$ cat src/rtl/reduce_1024_16_pkg.sv
// rtl/reduce_1024_16_pkg.sv - shared widths and saturation limits for the 1024->16 reduction tree
package reduce_1024_16_pkg;

  localparam int LANE_W    = 16;
  localparam int LANES     = 64;
  localparam int TREE_L0_W = 18;
  localparam int TREE_L1_W = 20;
  localparam int TREE_L2_W = 22;
  localparam int ACC_W     = 32;

  localparam logic signed [ACC_W-1:0] SAT_MAX = 32'sd32767;
  localparam logic signed [ACC_W-1:0] SAT_MIN = -32'sd32768;

  localparam logic [7:0] BEAT_MAX = 8'd255;

endpackage

$ cat src/rtl/reduce_add4.sv
// rtl/reduce_add4.sv - registered 4-input signed adder with valid/last pass-through
module reduce_add4 #(
  parameter int IN_W = 16
) (
  input  logic                clk,
  input  logic                rst,
  input  logic [4*IN_W-1:0]   data_i,
  input  logic                valid_i,
  input  logic                last_i,
  output logic [IN_W+1:0]     sum_o,
  output logic                valid_o,
  output logic                last_o
);

  logic [IN_W+1:0] sum_d;
  logic [IN_W-1:0] term;

  // Sign-extend each operand by two bits so four of them can never overflow.
  always_comb begin
    sum_d = '0;
    term  = '0;
    for (int k = 0; k < 4; k++) begin
      term  = data_i[k*IN_W +: IN_W];
      sum_d = sum_d + {{2{term[IN_W-1]}}, term};
    end
  end

  // Stage register: sum travels with its valid/last qualifiers.
  always_ff @(posedge clk or posedge rst) begin
    if (rst) begin
      sum_o   <= '0;
      valid_o <= 1'b0;
      last_o  <= 1'b0;
    end else begin
      sum_o   <= sum_d;
      valid_o <= valid_i;
      last_o  <= last_i;
    end
  end

endmodule

$ cat src/rtl/reduce_1024_16.sv
// rtl/reduce_1024_16.sv - 64-lane fan-in reduction with frame accumulator; REDUCE_SAT_EN selects saturating output
module reduce_1024_16
  import reduce_1024_16_pkg::*;
(
  input  logic                    clk,
  input  logic                    rst,
  input  logic                    in_data_v,
  input  logic                    in_last,
  input  logic [LANES*LANE_W-1:0] in_data,
  output logic                    out_data_v,
  output logic [LANE_W-1:0]       out_data,
  output logic [7:0]              out_beats
);

  logic                    in_v_q;
  logic                    in_last_q;
  logic [LANES*LANE_W-1:0] in_data_q;

  // Beat capture; a last flag without valid is dropped here.
  always_ff @(posedge clk or posedge rst) begin
    if (rst) begin
      in_v_q    <= 1'b0;
      in_last_q <= 1'b0;
      in_data_q <= '0;
    end else begin
      in_v_q    <= in_data_v;
      in_last_q <= in_data_v & in_last;
      in_data_q <= in_data;
    end
  end

  logic [16*TREE_L0_W-1:0] l0_sum;
  logic [15:0]             l0_v;
  logic [15:0]             l0_last;
  logic [4*TREE_L1_W-1:0]  l1_sum;
  logic [3:0]              l1_v;
  logic [3:0]              l1_last;
  logic [TREE_L2_W-1:0]    l2_sum;
  logic                    l2_v;
  logic                    l2_last;

  for (genvar g = 0; g < 16; g++) begin : g_l0
    reduce_add4 #(.IN_W(LANE_W)) u_add (
      .clk     (clk),
      .rst     (rst),
      .data_i  (in_data_q[g*4*LANE_W +: 4*LANE_W]),
      .valid_i (in_v_q),
      .last_i  (in_last_q),
      .sum_o   (l0_sum[g*TREE_L0_W +: TREE_L0_W]),
      .valid_o (l0_v[g]),
      .last_o  (l0_last[g])
    );
  end

  for (genvar g = 0; g < 4; g++) begin : g_l1
    reduce_add4 #(.IN_W(TREE_L0_W)) u_add (
      .clk     (clk),
      .rst     (rst),
      .data_i  (l0_sum[g*4*TREE_L0_W +: 4*TREE_L0_W]),
      .valid_i (&l0_v[g*4 +: 4]),
      .last_i  (&l0_last[g*4 +: 4]),
      .sum_o   (l1_sum[g*TREE_L1_W +: TREE_L1_W]),
      .valid_o (l1_v[g]),
      .last_o  (l1_last[g])
    );
  end

  reduce_add4 #(.IN_W(TREE_L1_W)) u_l2 (
    .clk     (clk),
    .rst     (rst),
    .data_i  (l1_sum),
    .valid_i (&l1_v),
    .last_i  (&l1_last),
    .sum_o   (l2_sum),
    .valid_o (l2_v),
    .last_o  (l2_last)
  );

  logic [ACC_W-1:0]  acc_q,      acc_d;
  logic [7:0]        beat_cnt_q, beat_cnt_d;
  logic              start_q,    start_d;
  logic              out_v_q,    out_v_d;
  logic [LANE_W-1:0] out_data_q, out_data_d;
  logic [7:0]        out_beats_q, out_beats_d;
  logic [ACC_W-1:0]  sum_ext;
  logic [ACC_W-1:0]  acc_next;
  logic [7:0]        cnt_next;

  // Frame accumulation: restart on frame-start, report and re-arm on last.
  always_comb begin
    sum_ext     = {{(ACC_W-TREE_L2_W){l2_sum[TREE_L2_W-1]}}, l2_sum};
    acc_next    = start_q ? sum_ext : acc_q + sum_ext;
    cnt_next    = start_q ? 8'd1 :
                  (beat_cnt_q == BEAT_MAX) ? BEAT_MAX : beat_cnt_q + 8'd1;
    acc_d       = acc_q;
    beat_cnt_d  = beat_cnt_q;
    start_d     = start_q;
    out_v_d     = 1'b0;
    out_data_d  = out_data_q;
    out_beats_d = out_beats_q;
    if (l2_v) begin
      acc_d      = acc_next;
      beat_cnt_d = cnt_next;
      start_d    = l2_last;
      if (l2_last) begin
        out_v_d     = 1'b1;
        out_beats_d = cnt_next;
`ifdef REDUCE_SAT_EN
        if ($signed(acc_next) > SAT_MAX) begin
          out_data_d = 16'h7FFF;
        end else if ($signed(acc_next) < SAT_MIN) begin
          out_data_d = 16'h8000;
        end else begin
          out_data_d = acc_next[LANE_W-1:0];
        end
`else
        out_data_d = acc_next[LANE_W-1:0];
`endif
      end
    end
  end

  // Accumulator and result registers.
  always_ff @(posedge clk or posedge rst) begin
    if (rst) begin
      acc_q       <= '0;
      beat_cnt_q  <= '0;
      start_q     <= 1'b1;
      out_v_q     <= 1'b0;
      out_data_q  <= '0;
      out_beats_q <= '0;
    end else begin
      acc_q       <= acc_d;
      beat_cnt_q  <= beat_cnt_d;
      start_q     <= start_d;
      out_v_q     <= out_v_d;
      out_data_q  <= out_data_d;
      out_beats_q <= out_beats_d;
    end
  end

  assign out_data_v = out_v_q;
  assign out_data   = out_data_q;
  assign out_beats  = out_beats_q;

endmodule

$ cat config.mk
export PLATFORM = sky130hd
export DESIGN_NAME = reduce_1024_16
export DESIGN_NICKNAME = d
export VERILOG_FILES = /design/src/rtl/reduce_1024_16_pkg.sv /design/src/rtl/reduce_add4.sv /design/src/rtl/reduce_1024_16.sv
export SDC_FILE = /design/constraint.sdc
export NUM_CORES = 2
export LEC_CHECK = 0
export CORE_MARGIN = 2
export CORE_UTILIZATION = 45
export CTS_CLUSTER_DIAMETER = 150
export CTS_CLUSTER_SIZE = 40
export DETAILED_ROUTE_END_ITERATION = 6
export PLACE_DENSITY = 0.75
export SLEW_MARGIN = 20
export SYNTH_ARGS = -nofsm -noshare
export SYNTH_HDL_FRONTEND = slang
export SYNTH_HIERARCHICAL = 1
export SYNTH_SLANG_ARGS = --single-unit
$ cat constraint.sdc
create_clock -name clk -period 46.1 [get_ports clk]
set_clock_uncertainty 0.1 [all_clocks]
set_input_delay 9.22 -clock clk [delete_from_list [all_inputs] [get_ports clk]]
set_output_delay 9.22 -clock clk [all_outputs]
set_load 0.05 [all_outputs]
==> summary.txt <==
result of the run = complete, no violations
data required time at the worst endpoint = 46,740 ps
Critical Path Fanout Max = 148
post-route setup TNS = 0 ps
Peak VDD IR = 0.000118 V
Startpoint Class = primary input
number of buffers added by the clock tree synthesis step = 43
number of antenna violations at the first check in global routing = 48
overflow left after global routing = 0
core area = 158,000 um^2
total number of vias = 42.5k
FF-to-FF setup slack = 42,240 ps
longest individual stage delay on the worst path = 870 ps
global-route wire length before repair = 272,000 um
antenna violation net count after detailed routing = 0
final design utilization = 54.4%
Mean Syn Cell Area = 12.2 um^2
vias per cell = 4.69
layout overhead on the synthesized area = 20.1%
crit-path cells = clkdlybuf4s50_1 -> buf_4 -> inv_8 -> buf_4 -> buf_4 -> buf_12 -> buf_16
number of setup buffers added after CTS = 0
total die area = 162,000 um^2
number of gates given a new drive strength after cts = 0
crit share post-route = 27.9%
shortest clock period the worst path allows after layout = 12,870 ps
root buffer cell = clkbuf_16
RePlAce Congestion = 0.918
most frequent cells in the layout = inv_1, dfrtp_1, clkdlybuf4s50_1, fa_1, ha_1
Least-Margin Pin Slew = 973 ps
Worst Reg2Reg Path Length in Cells = 9
number of clock sinks = 1,454
Cells after Synth = 5,872
gr usage total = 22.5%
Site Rows = 146
critical path buffer and inverter count = 7
highest clock frequency the design can meet = 0.0777 GHz
count of input and output buffers = 1,052
number of ports placed on the die boundary = 1,053
drt total wl = 179,000 um
drt pass-1 iters = 7
type of element capturing the critical path = asynchronous set/reset pin
RSZ-0062 raised after global routing = no
TritonCTS clock tree = yes
maximum number of pins on one net before global-route repair = 194
total power draw = 5840 uW
buffer levels on the longest clock path = 3
Yosys warning count = 6
CP Launch Point = rst
critical path type = primary input to asynchronous set/reset pin
data arrival time of the critical path = 13,510 ps
hold_buf cts = 0
post-DR wirelength/cell = 19.8 um
worst-path cell with the longest stage delay = buf_4
Worst Setup Slack post-DPL = 32,420 ps
CTS H-tree depth = 2
starting utilization of the core area = 45.3%
Clk pin slew, worst setup/hold paths = 130 ps
cell repeated most along the worst path = buf_4
share of post-route cells with drive strength above 1 = 3.20%
FF-to-FF End = g_l0[4].u_add/sum_o[15]
number of global-route vias before repair = 46.4k
initial drt markers = 2,902
Post-Synthesis Cell Area = 71,600 um^2
Hold Vio Cnt, Final = 0
final max-slew violation count = 0
Top delay family on crit path = buffers and inverters
power density relative to cell area = 67.9 nW/um^2
start of the worst register-to-register path = in_data_q[257]
syn nets = 7,925
worst min-delay path category = flop to flop
PnR worst setup slack = 33,230 ps
horizontal die dimension = 403 um
leakage = 0.0431 uW
Die Y = 403 um
headroom to the max-slew limit = 35.1%
clock insertion delay at the later pin of the skew report = 690 ps
Critical Path End = in_data_q[1016]
most common cell after layout, fill and taps aside = inv_1
Final #Nets = 9,007
Crit path depth = 7
final-report setup violation count = 0
MaxCap Viol Count = 0
DRC violation count after routing = 0
half-perimeter wire length of the detailed placement result = 151,000 um
==> power breakdown <==
part           internal [uW]  switching (uW)  leakage [uW]
Combinational           1530            2140        0.0254
Clock                    177             376      0.000580
Sequential              1530            94.5        0.0171
Total                   3230            2610        0.0431
==> registers in the layout, summed over array words and instances (netlist names) <==
name                count
in_data_q            1024
g_l0.u_add/sum_o      256
g_l1.u_add/sum_o       64
acc_q                  16
g_l0.u_add/last_o      16
g_l0.u_add/valid_o     16
out_data               16
u_l2/sum_o             16
beat_cnt_q              8
out_beats               8
g_l1.u_add/last_o       4
g_l1.u_add/valid_o      4
in_last_q               1
in_v_q                  1
out_data_v              1
start_q                 1
u_l2/last_o             1
u_l2/valid_o            1
==> routing by layer <==
layer | track usage [%] | routed length [um] | vias up
li1 | - | - | 19587
met1 | 28.9 | 72400 | 21623
met2 | 39.6 | 93500 | 1082
met3 | 3.31 | 9060 | 207
met4 | 6.19 | 4460 | 14
met5 | 0 | 84 | -
==> through the flow <==
stage               area, um^2  std cells  hold slack [ps]
finish                   86000       9068              400
global route             86000       9060              427
CTS                      85900       9036              402
detailed placement       84700       8980              370
global placement         84700       8980              361
floorplan                71600       5872              356
==> layout make-up <==
cell class | instances | area [um^2]
fillers | 13086 | 72200
clock buffers | 48 | 1090
multi-input cells | 2567 | 28200
clock inverters | 8 | 95.1
repair buffers | 1065 | 10700
inverters | 1823 | 6850
well taps | 2072 | 2590
diodes | 31 | 77.6
flip-flops and latches | 1454 | 36400
==> worst reg2reg max path: cells and delay by family (launching register included) <==
kind                     cells  cell delay [ps]
adder cells (fa/ha/maj)      4             1960
AO/OA/AOI/OAI                5             1250
flip-flops                   1              420
==> worst min-delay path by stage <==
stage                   from                endpoint  slack [ps]  depth (start not counted)
6_report         out_data[4]             out_data[4]         400                          2
5_1_grt         out_beats[2]            out_beats[2]         430                          1
4_1_cts          out_data[4]             out_data[4]         400                          2
3_5_place_dp    out_beats[6]            out_beats[6]         370                          2
3_3_place_gp    out_beats[3]            out_beats[3]         360                          1
2_1_floorplan  in_data_q[48]  g_l0[0].u_add/sum_o[0]         360                          1
Note: power is estimated with default switching activity, not from simulation.
